## src/rtl/debounce_pkg.sv

```systemverilog
// Shared definitions for the multi-channel button debouncer.
// The state encoding is visible on the debug output, so it is fixed here.
package debounce_pkg;

  typedef enum logic [1:0] {
    IDLE         = 2'b00,
    PRESS_WAIT   = 2'b01,
    HELD         = 2'b11,
    RELEASE_WAIT = 2'b10
  } chan_state_e;

  // The counter must be able to hold HOLD_CYC itself, because it saturates there.
  function automatic int cnt_width(input int hold_cyc);
    return $clog2(hold_cyc + 1);
  endfunction

endpackage

```

## src/rtl/debounce_chan.sv

```systemverilog
// One debounced button channel: input synchroniser, press/hold/release FSM, and
// shared stability/hold counter. All outputs are registered.
module debounce_chan
  import debounce_pkg::*;
#(
  parameter int STABLE_CYC  = 4,
  parameter int HOLD_CYC    = 16,
  parameter int SYNC_STAGES = 2
) (
  input  logic        clk,
  input  logic        rst_n,
  input  logic        b_i,
  output logic        level_o,
  output logic        press_o,
  output logic        rel_o,
  output logic        hold_o,
  output chan_state_e state_o
);

  localparam int CW = cnt_width(HOLD_CYC);
  localparam logic [CW-1:0] CNT_STABLE_LAST = CW'(STABLE_CYC - 1);
  localparam logic [CW-1:0] CNT_HOLD_FIRE   = CW'(HOLD_CYC - 1);
  localparam logic [CW-1:0] CNT_MAX         = CW'(HOLD_CYC);

  logic [SYNC_STAGES-1:0] sync_q;
  logic                   bs;

  chan_state_e   state_q, state_d;
  logic [CW-1:0] cnt_q, cnt_d;
  logic          hold_done_q, hold_done_d;
  logic          level_q, level_d;
  logic          press_q, press_d;
  logic          rel_q, rel_d;
  logic          hold_q, hold_d;

  always_ff @(posedge clk or negedge rst_n) begin
    if (!rst_n) begin
      sync_q <= '0;
    end else begin
      sync_q <= {sync_q[SYNC_STAGES-2:0], b_i};
    end
  end

  assign bs = sync_q[SYNC_STAGES-1];

  always_ff @(posedge clk or negedge rst_n) begin
    if (!rst_n) begin
      state_q     <= IDLE;
      cnt_q       <= '0;
      hold_done_q <= 1'b0;
      level_q     <= 1'b0;
      press_q     <= 1'b0;
      rel_q       <= 1'b0;
      hold_q      <= 1'b0;
    end else begin
      state_q     <= state_d;
      cnt_q       <= cnt_d;
      hold_done_q <= hold_done_d;
      level_q     <= level_d;
      press_q     <= press_d;
      rel_q       <= rel_d;
      hold_q      <= hold_d;
    end
  end

  always_comb begin
    state_d     = state_q;
    cnt_d       = cnt_q;
    hold_done_d = hold_done_q;
    level_d     = level_q;
    press_d     = 1'b0;
    rel_d       = 1'b0;
    hold_d      = 1'b0;
    case (state_q)
      IDLE: begin
        if (bs) begin
          state_d = PRESS_WAIT;
          cnt_d   = CW'(1);
        end
      end
      PRESS_WAIT: begin
        if (!bs) begin
          state_d = IDLE;
          cnt_d   = '0;
        end else if (cnt_q == CNT_STABLE_LAST) begin
          state_d = HELD;
          level_d = 1'b1;
          press_d = 1'b1;
          cnt_d   = '0;
        end else begin
          cnt_d = cnt_q + CW'(1);
        end
      end
      HELD: begin
        if (bs) begin
          if (cnt_q != CNT_MAX) cnt_d = cnt_q + CW'(1);
          if (cnt_q == CNT_HOLD_FIRE && !hold_done_q) begin
            hold_d      = 1'b1;
            hold_done_d = 1'b1;
          end
        end else begin
          state_d = RELEASE_WAIT;
          cnt_d   = CW'(1);
        end
      end
      RELEASE_WAIT: begin
        // A bounce back to 1 resumes the press silently; hold_done survives it.
        if (bs) begin
          state_d = HELD;
          cnt_d   = '0;
        end else if (cnt_q == CNT_STABLE_LAST) begin
          state_d     = IDLE;
          level_d     = 1'b0;
          rel_d       = 1'b1;
          hold_done_d = 1'b0;
          cnt_d       = '0;
        end else begin
          cnt_d = cnt_q + CW'(1);
        end
      end
      default: begin
        state_d = IDLE;
        cnt_d   = '0;
      end
    endcase
  end

  assign level_o = level_q;
  assign press_o = press_q;
  assign rel_o   = rel_q;
  assign hold_o  = hold_q;
  assign state_o = state_q;

endmodule

```

## src/rtl/debounce_multi_fsm.sv

```systemverilog
// N_CH independent debounced buttons; state_dbg packs each channel's FSM state
// (2 bits per channel, channel 0 in the low bits).
module debounce_multi_fsm
  import debounce_pkg::*;
#(
  parameter int N_CH        = 4,
  parameter int STABLE_CYC  = 4,
  parameter int HOLD_CYC    = 16,
  parameter int SYNC_STAGES = 2
) (
  input  logic              clk,
  input  logic              rst_n,
  input  logic [N_CH-1:0]   b,
  output logic [N_CH-1:0]   level,
  output logic [N_CH-1:0]   press,
  output logic [N_CH-1:0]   rel,
  output logic [N_CH-1:0]   hold,
  output logic [2*N_CH-1:0] state_dbg
);

  for (genvar i = 0; i < N_CH; i++) begin : g_chan
    chan_state_e st;

    debounce_chan #(
      .STABLE_CYC (STABLE_CYC),
      .HOLD_CYC   (HOLD_CYC),
      .SYNC_STAGES(SYNC_STAGES)
    ) u_chan (
      .clk    (clk),
      .rst_n  (rst_n),
      .b_i    (b[i]),
      .level_o(level[i]),
      .press_o(press[i]),
      .rel_o  (rel[i]),
      .hold_o (hold[i]),
      .state_o(st)
    );

    assign state_dbg[2*i +: 2] = st;
  end

endmodule

```

## config.mk

```make
export PLATFORM = sky130hd
export DESIGN_NAME = debounce_multi_fsm
export DESIGN_NICKNAME = d
export VERILOG_FILES = /design/src/rtl/debounce_pkg.sv /design/src/rtl/debounce_chan.sv /design/src/rtl/debounce_multi_fsm.sv
export SDC_FILE = /design/constraint.sdc
export NUM_CORES = 1
export LEC_CHECK = 0
export ABC_AREA = 1
export CORE_MARGIN = 2
export CORE_UTILIZATION = 58
export CTS_BUF_LIST = sky130_fd_sc_hd__clkbuf_8 sky130_fd_sc_hd__clkbuf_16
export CTS_CLUSTER_DIAMETER = 60
export DETAILED_ROUTE_END_ITERATION = 8
export GPL_ROUTABILITY_DRIVEN = 0
export PLACE_DENSITY = 0.8
export SYNTH_ARGS = -nofsm -noshare
export SYNTH_HDL_FRONTEND = slang
export SYNTH_HIERARCHICAL = 1
export SYNTH_SLANG_ARGS = --single-unit
```

## constraint.sdc

```tcl
create_clock -name clk -period 1.8 [get_ports clk]
set_input_delay 0.54 -clock clk [delete_from_list [all_inputs] [get_ports clk]]
set_output_delay 0.54 -clock clk [all_outputs]
set_load 0.05 [all_outputs]
```

; ---- Word level (Yosys, flattened, before mapping)
; Cells that the tools add are included.
[word_totals]
output_inout_bits = 24
input_bits = 6
wordCells = 260
ff_bits = 56
[classes]
n_reduce_logical = 36
n_eq_ne = 68
n_addsub = 4
mux = 120
[op_table]
columns = operator, count
row1 = two-way mux 5 bit, 24
row2 = case mux 5 bit (4 select lines), 4
row3 = two-way mux 1 bit, 56
row4 = two-way mux 2 bit, 24
row5 = inequality test 2 x 1 -> 1 bit (second input constant), 24
row6 = AND reduction 5 bit, 8
row7 = case mux 2 bit (4 select lines), 4
row8 = inequality test 3 bit (second input constant), 8
row9 = adder 5 x 1 -> 5 bit (second input constant), 4
row10 = equality test 5 x 2 -> 1 bit (second input constant), 4
row11 = equality test 5 x 4 -> 1 bit (second input constant), 4
row12 = inequality test 5 bit (second input constant), 4
row13 = equality test 2 bit (second input constant), 8
row14 = inequality test 2 bit (second input constant), 8
row15 = case mux 1 bit (2 select lines), 8
row16 = AND reduction 4 bit, 4
row17 = nonzero test 2 bit, 8
row18 = inequality test 3 x 1 -> 1 bit (second input constant), 4
row19 = equality test 2 x 1 -> 1 bit (second input constant), 4
row20 = logical NOT 2 bit, 4
row21 = AND reduction 2 bit, 4
row22 = logical AND 1 bit, 4
row23 = logical NOT 1 bit, 4

; ---- Longest topological paths before layout
[depth]
ltp_word = 5
ltp_mapped = 10
depth_no_buf = 10

; ---- Hierarchy
; The synthesis kept the hierarchy.
[modules_own_cells]
columns = mod, cells_each, instances, seq_area_each_um2, area_each_um2
row1 = debounce_chan at g_chan[1].u_chan ..., 104, 3, 350.3, 833.3
row2 = debounce_chan at g_chan[0].u_chan, 105, 1, 350.3, 854.6

; ---- Least setup slack after synthesis
; No wires, ideal clock.
[synth_timing]
path_type = reg2reg
start = register g_chan[0].u_chan.state_q[0]
end = register g_chan[0].u_chan.state_q[0]
setup_slack_ps = 105
path_stages_with_launch = 9
period_less_slack_ps = 1695
required_time_ps = 1680
setup_ps = 120
arrival_time_ps = 1575
path_buffers = 0
cell_sequence = dfrtp_1 -> inv_1 -> ha_1 -> inv_1 -> nor2_1 -> a21boi_2 -> nand3_1 -> nand2_1 -> nand2_1
[synth_via]
elab_chain_cells = 3
word_cells_on_any_way = 10
classes_between = eq/ne: 7 / mux: 1 / reduce/logical: 2
[synth_rtl]
columns = element, line
row1 = "start, declared", debounce_chan.sv:28  ; chan_state_e state_q, state_d;
row2 = "start signal, assigned", debounce_chan.sv:56  ; state_q <= state_d;
row3 = equality test 2 bit (tied with other cells), debounce_chan.sv:74  ; case (state_q)
row4 = inequality test 3 x 1 -> 1 bit (no source line) (tied with other cells), n/a
row5 = AND reduction 4 bit (no source line), n/a
; Parallel ways exist; a longest one is shown, timed or not.
; A chain may end at the register's enable or synchronous reset.

; ---- Final worst setup path
[layout_timing]
start = register g_chan[3].u_chan.state_q[0]
end = register g_chan[3].u_chan.hold_done_q
[layout_via]
elab_chain_cells = 3
word_cells_on_any_way = 9
classes_between = eq/ne: 6 / mux: 1 / reduce/logical: 2
[layout_rtl]
columns = element, line
row1 = "start, declared", debounce_chan.sv:28
row2 = "start signal, assigned", debounce_chan.sv:56
row3 = equality test 2 bit, debounce_chan.sv:74
row4 = inequality test 2 x 1 -> 1 bit (no source line) (tied with other cells), n/a
row5 = AND reduction 5 bit (no source line), n/a
row6 = "end signal, assigned", debounce_chan.sv:58  ; hold_done_q <= hold_done_d;
row7 = "end, declared", debounce_chan.sv:30  ; logic hold_done_q, hold_done_d;
; Parallel ways exist; a longest one is shown, timed or not.

==> out/qor.txt <==
outcome - completed
sw frac - 45.3%
total wire length - 6050 um
drt pass-1 iters - 4
Max stage delay on crit path - 0.46 ns
Detail Route Antenna Nets - 0
Setup TNS - 0 ns
Synth area leader - dfrtp_1
port bufs - 29
RSZ-0062 raised after global routing - false
Congestion Overflow GR - 0
Slew HR - 80.2%
hold_buf cts - 0
CTS Buf Count - 5
CTS sink cnt - 56
synthesized area per cell - 8.04 sq um
Syn Inst Count - 417
Clock Tree Root - clkbuf_8
routed vias - 2610
Synth Area in Compound Gates - 5.37%
Die H - 80.1 um
DRC viols - 0
number of synthesized flops with an enable pin - 0
area grow syn2layout - 16.9%
die area - 6410 sq um
register share of total power - 34.1%
post-synthesis sequential area ratio - 41.8%
top post-synthesis cells by area - dfrtp_1 42%, nand2_1 14%, ha_1 12%
f_max - 0.610 GHz
Async SR Flop Fraction - 100%
Total Power - 0.00549 W
row count - 27
DR WL/cell - 11.5 um
clock network power share - 13.2%
switching power - 0.00249 W
Logic pwr share - 52.7%
worst-margin pin slew - 0.297 ns
XOR/XNOR Fraction of Synth Area - 2.09%
Reg clk slew, reported paths - 0.10 ns
multiplexer share of the synthesized area - 0%
fin. max-slew vios - 0
Setup-failing EPs final - 0
Detailed Place HPWL - 4540 um
Synth Area in Adders - 11.9%
Tightest Hold Check Type - in2async
leakage - 2.16 nW
number of top-level pins - 30
Final Skew - 0.00656 ns
R2R Setup Slk - 0.16 ns
period utilization - 91.1%
Crit path required time - 2.02 ns
setup repair bufs after CTS - 0
largest net degree at the start of global routing - 57
Initial Util - 60.5%
top-area cell type share of the netlist area - 41.8%
most common flop cell mapped by yosys - dfrtp_1
Critical Path AT - 1.86 ns
CP bufs+invs - 2
CORE AREA - 5540 sq um
slowest CP cell - dfrtp_1
max cap viols - 0
H-tree levels - 2
crit path max fanout - 5
Simple-Gate Fraction of Synth Area - 31.0%
CTS tree - built
Synth Warn # - 6
Mapped Nets - 455
CP Class - reg2reg
die width - 80.1 um
Worst Setup Start Kind - flip-flop
most frequent CP cell - nand2_1
mapped cell area - 3350 sq um
endpoint class of the critical path - flip-flop
post-CTS sizing - 0
GR Util All Layers - 21.7%
largest family of logic cells by synthesized area - simple AND/OR/NAND/NOR gates
flops & latches, synth - 56
nets@finish - 492
layout cells sized above 1 - 17.4%
DR vias/cell - 4.95
internal power - 0.00300 W
top cell family by delay on the critical path - simple AND/OR/NAND/NOR gates
worst vdd ir - 0.00102 V
ant diodes - 0
initial antenna violation count - 0
clk_lat worst skew - 0.31 ns
cells along the critical path - inv_1 -> ha_1 -> inv_1 -> nor2_1 -> nand2_1 -> o21ai_2 -> nand2_1 -> nand2_1 -> nand2_1
P per Cell Area - 1400 nW/um^2
first-pass GRT wire length - 11000 um
Synth cell types - 20
post-layout min period - 1.64 ns
number of global-route vias before repair - 2638
DRT iter0 DRCs - 115
clock tree buffer depth - 2
Final Hold Viols - 0
## cells by family (layout without fill, tap and decap cells)
group,Yosys count,in the layout
flip-flops,56,56
adder cells (fa/ha/maj),32,32
XOR/XNOR,8,8
buffers and inverters,70,108
AO/OA/AOI/OAI,28,28
AND/OR/NAND/NOR,223,223
## registers in the layout, summed over array words and instances, names as in the netlist
register,cells
g_chan.u_chan/cnt_q,20
g_chan.u_chan/state_o,8
g_chan.u_chan/sync_q,8
g_chan.u_chan/hold_done_q,4
g_chan.u_chan/hold_o,4
g_chan.u_chan/level_o,4
g_chan.u_chan/press_o,4
g_chan.u_chan/rel_o,4
## cell usage in the layout (no fill, tap or decap)
cell,n
nor2_4,1
a21oi_1,8
buf_4,13
inv_1,68
buf_12,12
a21boi_2,4
o21ai_2,4
nor2_2,11
clkbuf_8,6
nand4_1,8
clkdlybuf4s50_1,4
inv_2,2
nand2_1,122
nand3b_2,1
o21ai_0,12
clkinv_2,2
xor2_1,8
dfrtp_1,56
nor2_1,27
buf_2,1
nand3_1,28
nand2_4,4
nand3_2,5
ha_1,32
nand3b_1,3
nand2_2,13
## Yosys cell counts (5+ instances only)
cell	n
a21oi_1	8
dfrtp_1	56
ha_1	32
inv_1	68
nand2_1	122
nand2_2	13
nand3_1	28
nand3_2	5
nand4_1	8
nor2_1	27
nor2_2	11
o21ai_0	12
xor2_1	8
## final cells by class
cell class                 instances  area [sq um]
multi-input combinational        291          1690
fill                             456          1620
sequential                        56          1400
timing repair buffer              30           383
inverter                          70           263
tap                               72          90.1
clock buffer                       6          82.6
clock inverter                     2          10.0
## path summary, 6_finish.rpt
| kind | end | cells after the start | startpoint |
|---|---|---|---|
| worst max-delay path | g_chan[3].u_chan/hold_done_q | 9 | g_chan[3].u_chan/state_o[0] |
| worst min-delay path | g_chan[2].u_chan/hold_done_q | 2 | rst_n |
| worst max register to register | g_chan[3].u_chan/hold_done_q | 9 | g_chan[3].u_chan/state_o[0] |
| worst min register to register | g_chan[1].u_chan/sync_q[1] | 0 | g_chan[1].u_chan/sync_q[0] |
| max in group asynchronous | g_chan[0].u_chan/hold_o | 2 | rst_n |
| min in group clk | g_chan[1].u_chan/sync_q[1] | 0 | g_chan[1].u_chan/sync_q[0] |
## power by group through the flow
| stage | Sequential (W) | Combinational [W] | Clock [W] |
|---|---|---|---|
| floorplan | 0.00221 | 0.00160 | 0 |
| global placement | 0.00188 | 0.00283 | 0 |
| detailed placement | 0.00189 | 0.00289 | 0 |
| CTS | 0.00188 | 0.00291 | 0.000755 |
| global route | 0.00192 | 0.00325 | 0.000800 |
| finish | 0.00187 | 0.00290 | 0.000722 |
## through the flow
stage                     setup WS [ns]  util (%)  instances  hold slack [ns]  area [sq um]
after floorplan                   0.105         -        417            0.244          3350
after global placement            0.270      69.1        519            0.332          3830
final                             0.159      70.8        527            0.189          3920
after global routing            0.00579      70.8        527            0.228          3920
after detailed placement          0.184      69.1        519            0.336          3830
after CTS                         0.172      70.8        527            0.209          3920
## routing by layer
| layer | vias up | global-route usage, % | wire, um |
|---|---|---|---|
| met5 | - | 0 | 0 |
| met4 | 0 | 6.10 | 58 |
| met3 | 5 | 4.83 | 200 |
| li1 | 1364 | - | - |
| met1 | 1204 | 27.3 | 2800 |
| met2 | 37 | 37.3 | 3000 |
No activity file was read; power rests on OpenSTA's default activity.
